--- src/rtl/bin_to_bcd_seq.sv ---
// Sequential binary-to-BCD converter (double-dabble, one bit per clock) with saturation on overflow.
// Optional leading-zero blank mask output enabled by defining BIN2BCD_BLANK_EN.
`timescale 1ns/1ps

module bin_to_bcd_seq #(
  parameter int BIN_W  = 9,
  parameter int DIGITS = 3
) (
  input  logic                  clk,
  input  logic                  rst_n,
  input  logic                  start,
  input  logic [BIN_W-1:0]      bin_in,
  output logic                  busy,
  output logic                  done,
  output logic [4*DIGITS-1:0]   bcd_out,
  output logic                  overflow
`ifdef BIN2BCD_BLANK_EN
  ,
  output logic [DIGITS-1:0]     blank
`endif
);

  localparam int BCD_W = 4 * DIGITS;
  localparam int CNT_W = $clog2(BIN_W + 1);
  localparam logic [CNT_W-1:0] CNT_LOAD = CNT_W'(BIN_W);
  localparam logic [CNT_W-1:0] CNT_LAST = CNT_W'(1);
  localparam logic [BCD_W-1:0] BCD_SAT  = {DIGITS{4'h9}};

  typedef enum logic {
    IDLE,
    SHIFT
  } state_t;

  state_t state;
  state_t state_nxt;

  logic [BIN_W-1:0]     bin_w;
  logic [BCD_W-1:0]     bcd_w;
  logic [CNT_W-1:0]     cnt;
  logic                 ovf_w;

  logic                 accept;
  logic                 last_iter;
  logic [BCD_W-1:0]     bcd_adj;
  logic [BCD_W+BIN_W:0] shift_cat;
  logic                 shift_out;
  logic [BCD_W-1:0]     bcd_sh;
  logic [BIN_W-1:0]     bin_sh;
  logic                 ovf_res;
  logic [BCD_W-1:0]     res;

  always_ff @(posedge clk or negedge rst_n) begin
    if (!rst_n) begin
      state <= IDLE;
    end else begin
      state <= state_nxt;
    end
  end

  always_comb begin
    state_nxt = state;
    case (state)
      IDLE:    if (start) state_nxt = SHIFT;
      SHIFT:   if (cnt == CNT_LAST) state_nxt = IDLE;
      default: state_nxt = IDLE;
    endcase
  end

  always_comb begin
    busy      = (state == SHIFT);
    accept    = (state == IDLE) && start;
    last_iter = (state == SHIFT) && (cnt == CNT_LAST);
  end

  // Add-3 correction happens before the shift so a digit >=5 carries correctly into its neighbour.
  always_comb begin
    bcd_adj = bcd_w;
    for (int d = 0; d < DIGITS; d++) begin
      if (bcd_w[4*d +: 4] >= 4'd5) begin
        bcd_adj[4*d +: 4] = bcd_w[4*d +: 4] + 4'd3;
      end
    end
  end

  assign shift_cat = {bcd_adj, bin_w, 1'b0};
  assign shift_out = shift_cat[BCD_W+BIN_W];
  assign bcd_sh    = shift_cat[BCD_W+BIN_W-1 : BIN_W];
  assign bin_sh    = shift_cat[BIN_W-1:0];

  // A 1 leaving the top digit means the value needs more digits than we have.
  assign ovf_res = ovf_w | shift_out;
  assign res     = ovf_res ? BCD_SAT : bcd_sh;

  always_ff @(posedge clk or negedge rst_n) begin
    if (!rst_n) begin
      bin_w <= '0;
      bcd_w <= '0;
      cnt   <= '0;
      ovf_w <= 1'b0;
    end else if (accept) begin
      bin_w <= bin_in;
      bcd_w <= '0;
      cnt   <= CNT_LOAD;
      ovf_w <= 1'b0;
    end else if (busy) begin
      bin_w <= bin_sh;
      bcd_w <= bcd_sh;
      cnt   <= cnt - CNT_LAST;
      ovf_w <= ovf_res;
    end
  end

  always_ff @(posedge clk or negedge rst_n) begin
    if (!rst_n) begin
      done     <= 1'b0;
      bcd_out  <= '0;
      overflow <= 1'b0;
    end else begin
      done <= last_iter;
      if (last_iter) begin
        bcd_out  <= res;
        overflow <= ovf_res;
      end
    end
  end

`ifdef BIN2BCD_BLANK_EN
  localparam logic [DIGITS-1:0] BLANK_RST = ~(DIGITS'(1));

  logic [DIGITS-1:0] blank_nxt;

  // Digit i is blank when it and every digit above it are zero; the units digit always shows.
  always_comb begin
    logic hi_zero;
    blank_nxt = '0;
    hi_zero   = 1'b1;
    for (int i = DIGITS - 1; i >= 1; i--) begin
      hi_zero      = hi_zero & (res[4*i +: 4] == 4'd0);
      blank_nxt[i] = hi_zero;
    end
  end

  always_ff @(posedge clk or negedge rst_n) begin
    if (!rst_n) begin
      blank <= BLANK_RST;
    end else if (last_iter) begin
      blank <= blank_nxt;
    end
  end
`endif

endmodule

--- config.mk ---
export PLATFORM = sky130hd
export DESIGN_NAME = bin_to_bcd_seq
export DESIGN_NICKNAME = d
export VERILOG_FILES = /design/src/rtl/bin_to_bcd_seq.sv
export SDC_FILE = /design/constraint.sdc
export NUM_CORES = 1
export LEC_CHECK = 0
export BUFFER_PORTS_ARGS = -buffer_cell sky130_fd_sc_hd__buf_2
export CORE_UTILIZATION = 50
export CTS_BUF_LIST = sky130_fd_sc_hd__clkbuf_8
export DETAILED_ROUTE_END_ITERATION = 7
export PLACE_DENSITY = 0.77
export SLEW_MARGIN = 25
export SYNTH_ARGS = -nofsm -noshare
export SYNTH_HDL_FRONTEND = slang
export SYNTH_SLANG_ARGS = --single-unit
export TNS_END_PERCENT = 50
--- constraint.sdc ---
create_clock -name clk -period 3 [get_ports clk]
set_clock_uncertainty 0.2 [all_clocks]
set_input_delay 0.3 -clock clk [delete_from_list [all_inputs] [get_ports clk]]
set_output_delay 0.3 -clock clk [all_outputs]
set_load 0.01 [all_outputs]
# After elaboration in Yosys (flattened, before gate mapping)
# Cells that the tools add are included.
# W data, S select, Z words.
classes:
  n_lt_le_gt_ge: 3
  addsub: 4
  mux: 15
  eq_ne: 1
  n_reduce_logical: 3
  bitwise: 2
op_table:
  columns: ["op", "n"]
  rows:
  - ["$mux W12", 3]
  - ["$mux W4", 5]
  - ["$mux W9", 2]
  - ["$add A4 B2 Y4 const B", 3]
  - ["$ge A4 B3 Y1 const B", 3]
  - ["$eq A4 B1 Y1 const B", 1]
  - ["$mux W1", 4]
  - ["$sub A4 B1 Y4 const B", 1]
  - ["$logic_and A1 B1 Y1", 2]
  - ["$pmux W1 S2", 1]
  - ["$reduce_bool A2 Y1", 1]
  - ["$not A1 Y1", 1]
  - ["$or A1 B1 Y1", 1]
word_totals:
  regBits: 41
  in_bits: 12
  wordCells: 36
  out_inout_bits: 15

# Logic depth before layout (Yosys ltp)
# Gate-level depths: netlist of the first run.
depth:
  word_depth: 5
  depth_mapped: 7

# Worst setup path after synthesis of the first run
# No wires, ideal clock.
synth_path:
  path_kind: "reg2reg"
  startpoint: "register bcd_w[9]"
  endpoint: "register bcd_out[10]"
  path_buffers: 0
  setup_time_ps: 92
  path_stages_with_launch: 7
  slack_ps: 1219
  t_arrival_ps: 1489
  period_less_slack_ps: 1781
  cell_sequence: "dfrtp_1 > inv_1 > ha_1 > nand2b_1 > a21oi_1 > mux2_2 > o31ai_2"
synth_via:
  elab_chain_cells: 4
  word_cells_on_any_way: 5
  cone_classes: "add/sub: 1; order compare: 1; mux: 2; bitwise: 1"
synth_lines:
  columns: ["element", "line", "source"]
  rows:
  - ["start: declaration", "38", "logic [BCD_W-1:0] bcd_w;"]
  - ["start signal: assignment", "107", "bcd_w <= bcd_sh;"]
  - ["$add A4 B2 Y4 / $ge A4 B3 Y1 (equally long branches)", "80, 79", null]
  - ["$mux W4 (*)", "79", "if (bcd_w[4*d +: 4] >= 4'd5) begin"]
  - ["$or A1 B1 Y1", "91", "assign ovf_res = ovf_w | shift_out;"]
  - ["$mux W12 (*)", "92", "assign res = ovf_res ? BCD_SAT : bcd_sh;"]
  - ["end signal: assignment", "121", "bcd_out <= res;"]
  - ["end: declaration", "15", "output logic [4*DIGITS-1:0] bcd_out,"]
# Mark *: on every way between the ends. The rest lies on a longest branch, timed or not.
# A chain may end at the register's enable or synchronous reset.

# Final worst setup path of the first run
layout_path:
  startpoint: "register bcd_w[8]"
  endpoint: "register bcd_out[8]"
layout_via:
  elab_chain_cells: 4
  word_cells_on_any_way: 5
  cone_classes: "add/sub: 1; order compare: 1; mux: 2; bitwise: 1"
layout_lines:
  columns: ["element", "line"]
  rows:
  - ["$add A4 B2 Y4 / $ge A4 B3 Y1 (equally long branches)", "80, 79"]
  - ["$mux W4 (*)", "79"]
  - ["$or A1 B1 Y1 (*)", "91"]
  - ["$mux W12 (*)", "92"]
# Marks and branches as above.

==> results of run 1 <==
per-stage QoR:
step | utilization (%) | cells
global placement | 58.33 | 259
global route | 61.66 | 268
detailed placement | 58.33 | 259
CTS | 61.66 | 268
finish | 61.66 | 268
floorplan | - | 192
critical path, cell delays in order (launching register included):
cell and delay, ns:
dfrtp_1 0.44, inv_1 0.12, ha_1 0.21, nand2b_1 0.08
nor3b_2 0.18, a211oi_2 0.45, a31oi_1 0.15
Yosys cell counts (2+ instances only):
cell type / n
o31ai_1: 2
dfrtp_1: 41
nand2b_1: 13
mux2_2: 3
a31oi_1: 5
ha_1: 8
o31ai_2: 6
a21oi_1: 12
nand2_1: 19
nor2_1: 10
mux2i_1: 19
buf_2: 4
nor3b_1: 5
clkbuf_1: 2
inv_1: 11
xnor2_1: 3
o21ai_0: 15
timing repair:
item / in CTS / in global routing
gates resized for setup: 0 / 0
hold endpoints to repair: 41 / 0
setup buffers: 0 / 0
hold buffers: 1 / 0
cell type report:
type / count / area, um^2
fillers: 323 / 1456
flip-flops and latches: 41 / 1026
multi-input cells: 132 / 950.9
repair buffers: 28 / 147.6
clock buffers: 6 / 82.58
well taps: 48 / 60.06
inverters: 11 / 41.29
clock inverters: 2 / 33.78
placed cells by master, fill, tap and decap left out, drive strengths merged:
cell type | Yosys | final
xnor2 | 3 | 3
buf | 6 | 27
nand3 | 1 | 1
nor3b | 6 | 6
a211oi | 1 | 1
and2b | 1 | 1
inv | 11 | 12
dlygate4sd3 | 0 | 1
bufinv | 0 | 1
nor2 | 10 | 10
mux2i | 19 | 19
mux2 | 3 | 3
a211o | 1 | 1
o22a | 1 | 1
or3 | 1 | 1
a31oi | 5 | 5
clkbuf | 2 | 6
nand2b | 13 | 13
a21oi | 12 | 12
dfrtp | 41 | 41
o21ai | 16 | 16
nor3 | 1 | 1
or2b | 1 | 1
nand3b | 1 | 1
ha | 8 | 8
o31ai | 8 | 8
nand2 | 19 | 19
nor2b | 1 | 1
report_power, final:
part / internal, uW / switching [uW] / leakage (uW)
clock network: 268 / 181 / 0.0000626
logic: 489 / 633 / 0.000576
registers: 796 / 182 / 0.000502
total: 1550 / 996 / 0.00114
layer usage:
| layer | vias to the layer above | track usage (%) |
|---|---|---|
| met4 | 0 | 6.383 |
| met2 | 34 | 32.78 |
| met1 | 655 | 22.62 |
| met5 | - | 0 |
| li1 | 718 | - |
| met3 | 4 | 4.828 |
worst paths after layout:
| check | startpoint | endpoint | slack, ns | depth (start not counted) |
|---|---|---|---|---|
| setup reg to reg | bcd_w[8] | bcd_out[8] | 1.03 | 6 |
| min in group asynchronous | rst_n | bcd_w[10] | 0.47 | 2 |
| hold / removal | bin_in[0] | bin_w[0] | 0.06 | 3 |
| hold reg to reg | bcd_out[9] | bcd_out[9] | 0.28 | 2 |
| setup / recovery | bcd_w[8] | bcd_out[8] | 1.03 | 6 |
| max in group asynchronous | rst_n | bin_w[3] | 1.56 | 2 |
registers in the layout, indices dropped and copies added (netlist names):
name and cells:
busy 1, cnt 4, done 1, bcd_out 12
bin_w 9, bcd_w 12, overflow 1, ovf_w 1
cell families after synthesis:
logic type / after synthesis / share of synthesized area [%]
compound gates: 44 / 15.15
xor+xnor: 3 / 1.278
fa+ha+maj: 8 / 4.866
buf+inv: 19 / 3.893
flops: 41 / 49.88
mux: 22 / 10.89
simple gates: 55 / 14.05
==> run_results.csv, run 1 <==
group,metric,value,unit
cells_and_area,area_growth_syn_to_layout,13.87,%
route,route.layer.met1.wl,1.760,mm
global_route,globalRouteOverflowTotal,0,
logic_synthesis,synth_edf_count,0,
route,top_signal_layer_used,"met4",
timing,min_period,1.968,ns
global_route,largest_net_degree_at_the_start_of_global_routing,42,
worst_setup_path,required,2.95,ns
clocking,cts_tree,"yes",
floorplanning,initial_core_util,54.15,%
logic_synthesis,post-synth-top-area-fraction,49.88,%
timing,report.final.hold_viol_count,0,
floorplanning,floorplan.io_pins,27,
pwr,design_power_total,2549,uW
timing,final.period_utilization,65.59,%
route,drt_first_pass_iters,4,
floorplanning,floorplan.die.height,66.14,um
route,viasPerCell,5.265,
timing,postLayoutSetupSlackWorst,1.032,ns
timing,final.setup.tns,0,ns
worst_setup_path,worst-endpoint-arrival,1.92,ns
worst_setup_path,path_class,"flop to flop",
timing,post_route_hold_slack,0.06476,ns
route,wl_met3,158,um
worst_setup_path,startpoint_type,"flop",
clocking,htree_levels,2,
global_route,grt_pass1_vias,1403,
logic_synthesis,netlist_area,2057,um^2
floorplanning,rows,22,
clocking,max-clock-path-buffers,2,
logic_synthesis,yosysWarningCount,0,
timing,worst_slew_pin_slew,0.8997,ns
timing,setup_violations,0,
global_route,grt_util_overall,18.90,%
timing,timing.max_slew.rel_slack,40.02,%
logic_synthesis,yosysTopAreaCell,"dfrtp_1",
route,ant_nets,0,
route,met2WireLength,1.659,mm
worst_setup_path,critical_path.max_fanout,7,
timing,grt_setup_unrepaired,"no",
floorplanning,die_width,66.14,um
outcome,result_of_the_run,"finished, final reports clean",
timing,slew_violations,0,
worst_setup_path,worst_setup_path_end_kind,"flop",
timing,fmaxAchievable,508.2,MHz
global_route,grt_pass1_wl,6.210,mm
cells_and_area,stdcell_area,2342,um^2
logic_synthesis,synth_sequential_area_ratio,49.88,%
clocking,insertion_delay,0.28,ns
floorplanning,design.core.area,3799,um^2
route,wl_per_cell,13.47,um
clocking,cts.root.buffer_cell,"clkbuf_8",
cells_and_area,share_of_layout_cells_above_drive_strength_1,21.82,%
logic_synthesis,post_synth_num_cell_types,31,
run,max_cap_viol_count,0,
pwr,power.leakage,0.001140,uW
route,routed_vias,1411,
logic_synthesis,ys_top_cells_by_area,"dfrtp_1 50%, mux2i_1 9.2%, ha_1 4.9%",
logic_synthesis,post_synth_inst_count,192,
global_route,antenna_found_initial,0,
route,remaining_drc_errors,0,
hold_path,timing.hold.worst.class,"input pin to flop",
clocking,cts_num_sinks,41,
floorplanning,die-area,4375,um^2
logic_synthesis,synthFlopType,"dfrtp_1",
place,post_dp_cell_area,2216,um^2
place,detailedPlace.worstSlack,1.047,ns
cells_and_area,num_antenna_cells,0,
pwr,vdd.ir_drop.worst,542.1,uV
logic_synthesis,synth_async_sr_flop_share,100.0,%
logic_synthesis,postSynthRegisterBits,41,
clocking,number_of_buffers_inserted_during_clock_tree_synthesis,5,
route,drt_first_iter_violations,66,
place,gp_routability_congestion,0.7807,
place,port_buffers,26,
route,wirelength,3.609,mm
cells_and_area,finish.net_count,239,
pwr,power.density,1088,nW/um^2
clocking,clk_transition_reported_paths,0.08,ns
logic_synthesis,post_synth.cell_area_avg,10.71,um^2
place,post-dp-hpwl,2.488,mm
logic_synthesis,syn-num-nets,212,
(Power assumes the default switching activity.)
==> run 2, diff against run 1 <==
--- a/config.mk
+++ b/config.mk
@@ -9,7 +9,7 @@
 export CORE_UTILIZATION = 50
 export CTS_BUF_LIST = sky130_fd_sc_hd__clkbuf_8
 export DETAILED_ROUTE_END_ITERATION = 7
-export PLACE_DENSITY = 0.77
+export PLACE_DENSITY = 0.79
 export SLEW_MARGIN = 25
 export SYNTH_ARGS = -nofsm -noshare
 export SYNTH_HDL_FRONTEND = slang
==> constraint.sdc (replaced) <==
create_clock -name clk -period 1.8 [get_ports clk]
set_clock_uncertainty 0.2 [all_clocks]
set_input_delay 0.18 -clock clk [delete_from_list [all_inputs] [get_ports clk]]
set_output_delay 0.18 -clock clk [all_outputs]
set_load 0.01 [all_outputs]
==> run 2 against run 1 <==
Net effect: global-route usage is 3.2 points higher; total power is 98% higher; hold slack worse by 0.064 ns; count of clock-buffer cells in the layout is 1 lower; critical endpoint is now bcd_out[6]; core utilization is 10 points higher; first-iteration DRC count is 15% lower; maximum frequency is 9.7% higher; sequential power is 71% higher.
==> run_results.csv, run 2 (synthesis gave the netlist of run 1 again) <==
group,metric,value,unit
hold_path,hold_path_depth,3,
worst_setup_path,timing.critical_path.cells,"inv_2, ha_4, nand2b_4, a21oi_4, mux2_4, o31ai_2",
timing,final.period_utilization,99.69,%
worst_setup_path,timing.reg2reg.worst_path_depth,6,
place,place_inst,276,
place,port_buffers,26,
global_route,grt_pass1_vias,1609,
cells_and_area,area_growth_syn_to_layout,32.73,%
worst_setup_path,cp_slowest_cell,"dfrtp_1",
worst_setup_path,required,1.81,ns
route,wirelength,4.198,mm
global_route,grt_util_overall,22.12,%
timing,report.final.hold_viol_count,0,
pwr,comb_power_share,52.7,%
timing,timing.max_slew.rel_slack,66.50,%
worst_setup_path,worst-endpoint-arrival,1.80,ns
worst_setup_path,worstReg2RegStart,"bcd_w[4]",
pwr,vdd.ir_drop.worst,774.7,uV
worst_setup_path,worst_path_largest_cell_delay,0.44,ns
run,max_cap_viol_count,0,
floorplanning,floorplan.die.height,66.14,um
timing,final.setup.tns,0,ns
global_route,globalRouteOverflowTotal,0,
place,post-dp-hpwl,2.887,mm
cells_and_area,filler_cell_count,276,
pwr,power.net_switching,1998,uW
floorplanning,die_width,66.14,um
timing,setup_violations,0,
pwr,power.density,1846,nW/um^2
clocking,insertion_delay,0.29,ns
hold_path,holdCritStartpoint,"bin_in[2]",
clocking,clk_transition_reported_paths,0.08,ns
timing,fmaxAchievable,557.3,MHz
floorplanning,design.core.area,3799,um^2
pwr,sequentialPowerShare,33.2,%
worst_setup_path,startpoint_type,"flop",
cells_and_area,num_antenna_cells,0,
worst_setup_path,path_class,"flop to flop",
cells_and_area,finish.net_count,266,
route,viasPerCell,5.354,
global_route,largest_net_degree_at_the_start_of_global_routing,27,
cells_and_area,post_layout_nonfiller_instances,294,
worst_setup_path,worst_setup_path_end_kind,"flop",
worst_setup_path,critical_path.max_fanout,3,
pwr,clkPwrFrac,14.1,%
route,drt_first_iter_violations,56,
pwr,internal_power,3042,uW
pwr,sw_frac_of_total,39.65,%
floorplanning,floorplan.io_pins,27,
cells_and_area,share_of_layout_cells_above_drive_strength_1,36.18,%
clocking,number_of_buffers_inserted_during_clock_tree_synthesis,5,
clocking,cts.root.buffer_cell,"clkbuf_8",
global_route,grt_pass1_wl,7.093,mm
cells_and_area,most-common-layout-cells,"41 x dfrtp_1, 26 x buf_2, 22 x buf_4",
timing,grt_setup_unrepaired,"yes",
cells_and_area,mostFrequentLayoutCell,"dfrtp_1",
timing,slew_violations,0,
timing,worst_slew_pin_slew,0.5025,ns
outcome,result_of_the_run,"finished, final reports clean",
global_route,antenna_found_initial,0,
worst_setup_path,regToRegEndpoint,"bcd_out[6]",
route,drt_first_pass_iters,4,
hold_path,timing.hold.worst.class,"input pin to flop",
route,remaining_drc_errors,0,
route,ant_nets,0,
timing,min_period,1.794,ns
route,routed_vias,1574,
floorplanning,rows,22,
floorplanning,initial_core_util,54.15,%
clocking,cts_tree,"yes",
floorplanning,die-area,4375,um^2
place,gp_routability_congestion,0.8250,
clocking,htree_levels,2,
clocking,max-clock-path-buffers,2,
worst_setup_path,reg2reg_slack,0.006,ns
hold_path,min_to,"bin_w[2]",
pwr,power.leakage,0.001294,uW
clocking,cts_num_sinks,41,
cells_and_area,largestRegisters,"bcd_out x12, bcd_w x12, bin_w x9",
route,wl_per_cell,14.28,um
-- run 2: layout make-up --
cell class | count | area, um^2 | area share (%)
clock buffer | 5 | 68.82 | 2.521
timing repair buffer | 55 | 365.4 | 13.38
inverter | 11 | 41.29 | 1.512
sequential | 41 | 1026 | 37.58
multi-input combinational | 132 | 1134 | 41.52
tap | 48 | 60.06 | 2.200
clock inverter | 2 | 35.03 | 1.283
-- run 2: repair_timing --
item	CTS	global route
hold endpoints to repair	26	0
endpoints found under the setup margin	7	19
hold buffers	7	0
setup buffers	0	4
gates resized for setup	4	32
pin swaps	3	11
gates cloned	0	0
-- run 2: worst max-delay path, delay by kind of cell, from the launching register on --
kind                       cells  cell delay (ns)
muxes                          1             0.32
DFF                            1             0.44
and+or+nand+nor                1             0.06
AOI/OAI and AO/OA              2             0.39
adders and majority gates      1             0.17
buffers and inverters          1             0.13
-- run 2: how the worst max path moves through the flow --
stage	from	end	depth (start not counted)
2_1_floorplan	bcd_w[9]	bcd_out[10]	6
3_3_place_gp	bcd_w[8]	bcd_out[5]	5
3_5_place_dp	bcd_w[4]	bcd_out[6]	6
4_1_cts	bcd_w[1]	bcd_out[2]	6
5_1_grt	bcd_w[5]	bcd_out[6]	6
6_report	bcd_w[4]	bcd_out[6]	6
-- run 2: layer usage --
metal	part of all wire [%]	GRT usage [%]	vias up
met5	0	0	-
met4	1.0	5.585	0
met3	3.6	5.690	6
met2	52	39.41	34
met1	43	26.30	762
li1	-	-	772
-- run 2: per-stage QoR --
stage               util (%)  cell area (um^2)  hold slack [ns]  setup WS (ns)  total power (uW)
global route           71.87              2730          0.03917       -0.03405              5444
CTS                    66.63              2531         0.007953       0.001660              4548
finish                 71.87              2730        0.0008818       0.005537              5040
global placement       61.69              2344         -0.01751        0.02909              3680
floorplan                  -              2057          -0.3156        0.01910              3031
detailed placement     61.69              2344         -0.01130       -0.04757              3769
-- run 2: power groups by stage --
| stage | registers [uW] | clock network, uW | logic, uW |
|---|---|---|---|
| after floorplan | 1660 | 0 | 1370 |
| after global routing | 1730 | 767 | 2950 |
| after detailed placement | 1640 | 0 | 2130 |
| after CTS | 1630 | 721 | 2200 |
| final | 1670 | 712 | 2660 |
| after global placement | 1620 | 0 | 2060 |
